--- config.mk ---
export PLATFORM = sky130hd
export DESIGN_NAME = fetch_stage
export DESIGN_NICKNAME = d
export VERILOG_FILES = /design/src/rtl/fetch_stage.sv
export SDC_FILE = /design/constraint.sdc
export NUM_CORES = 1
export LEC_CHECK = 0
export CAP_MARGIN = 15
export CORE_AREA = 2 2 110 112
export DETAILED_ROUTE_END_ITERATION = 12
export DIE_AREA = 0 0 112 114
export MAX_ROUTING_LAYER = met4
export PLACE_DENSITY = 0.75
export SLEW_MARGIN = 20
export SYNTH_ARGS = -nofsm -noshare
export SYNTH_HDL_FRONTEND = slang
export SYNTH_SLANG_ARGS = --single-unit
--- constraint.sdc ---
create_clock -name clk -period 2.2 [get_ports clk]
set_clock_uncertainty 0.15 [all_clocks]
set_input_delay 0.22 -clock clk [delete_from_list [all_inputs] [get_ports clk]]
set_output_delay 0.22 -clock clk [all_outputs]
set_load 0.02 [all_outputs]
--- src/rtl/fetch_stage.sv ---
// Instruction-fetch stage: PC register, combinational imem address, fetch/decode pipeline register.
// Optional build macro FETCH_JUMP_EN folds PC-relative jumps into the next-PC choice.
module fetch_stage #(
    parameter logic [31:0] RESET_PC = 32'd0,
    parameter logic [5:0]  OPC_HALT = 6'b100100,
    parameter logic [5:0]  OPC_JUMP = 6'b100000
) (
    input  logic        clk,
    input  logic        rst,
    output logic [31:0] imem_addr,
    input  logic [31:0] imem_ins,
    input  logic        redirect_valid,
    input  logic [31:0] redirect_pc,
    output logic        if_valid,
    input  logic        if_ready,
    output logic [31:0] if_ins,
    output logic [31:0] if_pc,
    output logic        halted,
    output logic [1:0]  state_dbg
);

    typedef enum logic [1:0] {RUN = 2'd0, HALT = 2'd1, DONE = 2'd2} state_t;

    state_t      state, state_n;
    logic [31:0] pc, pc_n;
    logic [31:0] if_ins_n, if_pc_n;
    logic        if_valid_n;
    logic        load;
    logic        is_halt;
    logic [31:0] pc_seq;

    // Handshake: a transfer happens when if_valid && if_ready; the register may
    // be reloaded whenever it is empty or being drained (!if_valid || if_ready).
    assign load      = !if_valid || if_ready;
    assign is_halt   = (imem_ins[31:26] == OPC_HALT);
    assign imem_addr = pc;
    assign halted    = (state == DONE);
    assign state_dbg = state;

`ifdef FETCH_JUMP_EN
    always_comb begin
        pc_seq = pc + 32'd1;
        if (imem_ins[31:26] == OPC_JUMP)
            pc_seq = pc + {{6{imem_ins[25]}}, imem_ins[25:0]};
    end
`else
    logic unused_jump;
    assign unused_jump = ^OPC_JUMP;
    assign pc_seq      = pc + 32'd1;
`endif

    always_ff @(posedge clk or negedge rst) begin
        if (!rst) begin
            state    <= RUN;
            pc       <= RESET_PC;
            if_valid <= 1'b0;
            if_ins   <= 32'd0;
            if_pc    <= 32'd0;
        end else begin
            state    <= state_n;
            pc       <= pc_n;
            if_valid <= if_valid_n;
            if_ins   <= if_ins_n;
            if_pc    <= if_pc_n;
        end
    end

    always_comb begin
        state_n    = state;
        pc_n       = pc;
        if_valid_n = if_valid;
        if_ins_n   = if_ins;
        if_pc_n    = if_pc;
        // Redirect wins everywhere and squashes whatever sits in the register.
        if (redirect_valid) begin
            pc_n       = redirect_pc;
            if_valid_n = 1'b0;
            state_n    = RUN;
        end else begin
            case (state)
                RUN: begin
                    if (load) begin
                        if_ins_n   = imem_ins;
                        if_pc_n    = pc;
                        if_valid_n = 1'b1;
                        if (is_halt) state_n = HALT;
                        else         pc_n    = pc_seq;
                    end
                end
                HALT: begin
                    if (if_valid && if_ready) begin
                        if_valid_n = 1'b0;
                        state_n    = DONE;
                    end
                end
                DONE: begin
                    if_valid_n = 1'b0;
                end
                default: begin
                    state_n    = RUN;
                    if_valid_n = 1'b0;
                end
            endcase
        end
    end

endmodule

# Yosys cells after proc, flatten, opt, wreduce, memory -nomap -nowiden

Cells that the tools add are included.

Add/subtract/negate cells: 1
Equal/unequal tests: 8
Multiplexer cells: 13
Bitwise operators: 1
Reductions and logical operators: 10

Operators by type and width:

| cell                                                                   | count |
|---|---|
| 32-bit two-way mux                                                     | 4 |
| 32-bit by 1-bit adder with 32-bit output (second input constant)       | 1 |
| 3-bit inequality test (second input constant)                          | 3 |
| 2-bit two-way mux                                                      | 4 |
| 6-bit equality test (second input constant)                            | 1 |
| 2-bit one-hot mux with 3 select lines                                  | 1 |
| 3-bit AND reduction                                                    | 2 |
| 2-bit inequality test (second input constant)                          | 2 |
| 4-bit AND reduction                                                    | 1 |
| 2-bit nonzero test                                                     | 2 |
| 1-bit two-way mux                                                      | 3 |
| 2-bit by 1-bit equality test with 1-bit output (second input constant) | 1 |
| 2-bit equality test (second input constant)                            | 1 |
| 2-bit logical NOT                                                      | 1 |
| 1-bit one-hot mux with 2 select lines                                  | 1 |
| 2-bit AND reduction                                                    | 1 |
| 1-bit logical AND                                                      | 1 |
| 1-bit logical NOT                                                      | 1 |
| 1-bit logical OR                                                       | 1 |
| 1-bit inverter                                                         | 1 |

Bits in registers: 99
Bits of input ports: 68
Logic and storage cells: 38

# Longest topological paths before layout

Word-level depth: 5
Depth in mapped cells: 7

# Worst setup path after synthesis

Ideal clock, no wire load.

Path kind: register to register
Start: register pc[0], in the netlist imem_addr[0]
End: register pc[30], in the netlist imem_addr[30]
Library setup time: 0.082 ns
Arrival: 2.015 ns
Data required time: 1.968 ns
Path slack: -0.047 ns
Stages on the path, launching flop included: 8
Path through: dfrtp_1 ha_1 and4_4 and4_1 buf_4 nand3_4 or4_1 a31oi_1

Longest elaborated chain between the ends: 5

RTL lines:

| item                                     | RTL line | text |
|---|---|---|
| start, declared                          | 25       | `logic [31:0] pc, pc_n;` |
| start signal, assigned                   | 61       | `pc <= pc_n;` |
| 32-bit by 1-bit adder with 32-bit output | 49       | `assign pc_seq = pc + 32'd1;` |
| 32-bit two-way mux                       | 86       | `if (is_halt) state_n = HALT;` |
| 32-bit two-way mux                       | 82       | `if (load) begin` |
| 32-bit two-way mux                       | 80       | `case (state)` |
| 32-bit two-way mux                       | 75       | `if (redirect_valid) begin` |

Every way passes these cells. The select of a mux whose other input is x is not followed.
A chain may end at the register's enable or synchronous reset.

# Final worst setup path

Start: register pc[0], in the netlist imem_addr[0]
End: register pc[26], in the netlist imem_addr[26]

Same word-level chain as after synthesis.

==> impl_metrics.json <==
{
  "synth_ff_type": "dfrtp_1",
  "outcome": "complete, no violations",
  "ys_warn_count": 0,
  "slew_headroom_pct": 65.6,
  "drive_gt1_share_pct": 23.0,
  "pwr-share-seq_pct": 38.9,
  "synthArstFlopShare_pct": 100,
  "clock_latency_ps": 340,
  "cts_buffer_depth": 2,
  "rr_endpoint": "imem_addr[26]$_DFFE_PN0P_",
  "reg2reg_depth": 6,
  "p_comb_share_pct": 27.3,
  "critPathKind": "register to register",
  "pwr-share-clk_pct": 33.9,
  "tightest_slew_ps": 516,
  "cts_tree": "done",
  "grt_pass1_vias": 4102,
  "h-tree-depth": 3,
  "cts_setup_buffers": 0,
  "synth-edff-count": 0,
  "p_sw_mw": 1.58,
  "port_buffers": 167,
  "grt_max_degree": 39,
  "via_per_inst": 5.27,
  "syn_area_um2": 4500,
  "syn_inst": 377,
  "initial_core_util_pct": 38.5,
  "fin_crit_sh_pct": 96.3,
  "layout.nets": 643,
  "vias": 3824,
  "finalCriticalPeriod_ps": 2120,
  "die_h_um": 114,
  "cts-root-buf": "clkbuf_16",
  "place_congestion": 0.868,
  "timing.fmax_ghz": 0.472,
  "place_hpwl_mm": 9.42,
  "p_int_mw": 4.17,
  "critPathArrivalTime_ps": 2230,
  "ys_ff_latch": 99,
  "fp-row-count": 40,
  "drt-initial-drc-count": 248,
  "grt_pass1_wl_mm": 20.9,
  "areaGrowthSynthToFinish_pct": 55.5,
  "dr.pass1.iters": 4,
  "swShare_pct": 27.5,
  "ios": 168,
  "crit_path_start_kind": "register",
  "avgSynthCellArea_um2": 11.9,
  "dieArea_um2": 12800,
  "yosysUniqueCellTypes": 49,
  "drt.antenna.violating_nets": 0,
  "yosysTopAreaCellShare_pct": 55.0,
  "worst_setup_path_end_kind": "register",
  "maxCapViolations": 0,
  "detail_route.wl_per_cell_um": 17.4,
  "clock_sinks": 99,
  "p_leak_nw": 2.83,
  "hold_path_class": "input pin to asynchronous set/reset pin",
  "critPathMaxFanout": 5,
  "ys_seq_area_share_pct": 55.0,
  "synthesis.nets": 446,
  "setup_violations": 0,
  "num_antenna_cells": 0,
  "dp.cells": 709,
  "slew_viol_final": 0,
  "rrSetupSlack_ps": 80,
  "max-vdd-ir-drop_mv": 0.358,
  "antenna_found_initial": 0,
  "grt_usage_pct": 21.2,
  "core_um2": 11700,
  "report.power.total_mw": 5.75,
  "numCtsBuffers": 9,
  "worst_slack_ps": 82.2,
  "grt-ovfl-total": 0,
  "finalNonFillerCells": 726,
  "power.density_nw_per_um2": 820,
  "synth_area_leaders": "dfrtp_1 (55%), mux2_2 (16%), o21ai_0 (2.2%), nand2_1 (2.2%), nand4_1 (1.9%)",
  "finalHoldViolations": 0,
  "clkTransAtPathRegs_ps": 70,
  "pre_cts_ws_ps": -24.0,
  "r2r_start": "imem_addr[0]$_DFFE_PN0P_",
  "die_width_um": 112,
  "routed_wl_mm": 12.6,
  "yosysTopAreaCell": "dfrtp_1",
  "drc_errors": 0,
  "critPathRequiredTime_ps": 2310
}
worst max-delay path, stage by stage (launching register included):
cell and delay (ps):
dfrtp_2 360, ha_1 200, and4_4 270, and4_4 250, nand3_4 100, or4_1 520
a31oi_1 190
per-stage QoR:
stage	TNS, ps	hold WS, ps	utilization [%]	area [µm²]
final	0	248	59.8	7000
after global routing	-4.62	285	59.8	7000
after floorplan	0	-226	-	4510
after detailed placement	-62.2	83.9	56.5	6620
after CTS	0	256	59.8	7000
after global placement	0	80.1	56.5	6620
worst max path at each step:
stage	startpoint	slack (ps)	depth (start not counted)	to
finish	imem_addr[0]$_DFFE_PN0P_	80	6	imem_addr[26]$_DFFE_PN0P_
global route	imem_addr[2]$_DFFE_PN0P_	-5	5	imem_addr[31]$_DFFE_PN0P_
CTS	imem_addr[2]$_DFFE_PN0P_	20	5	imem_addr[31]$_DFFE_PN0P_
detailed placement	imem_ins[27]	-20	6	imem_addr[10]$_DFFE_PN0P_
global placement	imem_ins[27]	20	8	imem_addr[5]$_DFFE_PN0P_
floorplan	imem_addr[0]$_DFFE_PN0P_	40	7	imem_addr[30]$_DFFE_PN0P_
power groups by stage:
stage	Clock (mW)	Sequential, mW	Combinational (mW)
after global placement	0	2.25	1.55
after floorplan	0	2.58	0.369
final	1.95	2.23	1.57
after global routing	2.07	2.27	1.67
after detailed placement	0	2.27	1.57
after CTS	1.99	2.24	1.58
logic make-up after synthesis:
| family | Yosys count | share of synthesized area (%) |
|---|---|---|
| AND/OR/NAND/NOR | 120 | 15.5 |
| XOR/XNOR | 13 | 2.53 |
| AO/OA/AOI/OAI | 54 | 7.81 |
| adder cells (fa/ha/maj) | 1 | 0.278 |
| flip-flops | 99 | 55.0 |
| multiplexers | 66 | 16.4 |
| buffers and inverters | 24 | 2.44 |
flip-flops by register name, indices dropped and copies added, names as in the netlist:
signal,cells
if_valid,1
state_dbg,2
if_ins,32
if_pc,32
imem_addr,32
layout make-up:
class,count,area (µm²)
Multi-Input combinational cell,254,1930
Clock buffer,10,239
Timing Repair Buffer,208,2030
Tap cell,147,184
Inverter,2,7.51
Clock inverter,6,136
Sequential cell,99,2480
Fill cell,947,4710
cell usage after synthesis (2+ instances only):
library cell	instances
dfrtp_1	99
mux2_2	64
nand2_1	26
o21ai_0	20
nand3_1	15
nor2_1	15
nand4_1	14
a31oi_1	12
clkbuf_1	12
xor2_1	10
and2_1	7
buf_2	7
or4_1	7
and3_1	6
o31ai_1	6
or3_1	6
nor2b_1	4
a21oi_1	3
a221o_1	3
and4_1	3
buf_4	3
nor4_1	3
xnor2_1	3
mux2i_1	2
nor3_1	2
o31a_1	2
layer usage:
metal	vias up	wire length [µm]	track usage, %
li1	1786	-	-
met1	1893	5500	27.2
met2	135	6380	34.2
met3	10	633	3.93
met4	0	125	6.99
met5	-	0	-
repair_timing:
item,in CTS,in global routing
resized for setup,1,2
endpoints found under the hold margin,34,0
setup endpoints to repair,1,10
hold buffers,1,0
pin swaps,0,1
cloned,0,0
cells in the final DEF, fill, tap and decap left out, types with 9 or more instances in the layout:
cell type,n
clkdlybuf4s50_1,165
dfrtp_1,97
mux2_2,64
buf_4,37
nand2_1,26
o21ai_0,20
nor2_1,15
nand3_1,15
nand4_1,14
a31oi_1,12
xor2_1,10
clkbuf_16,9
(Power assumes the default switching activity.)
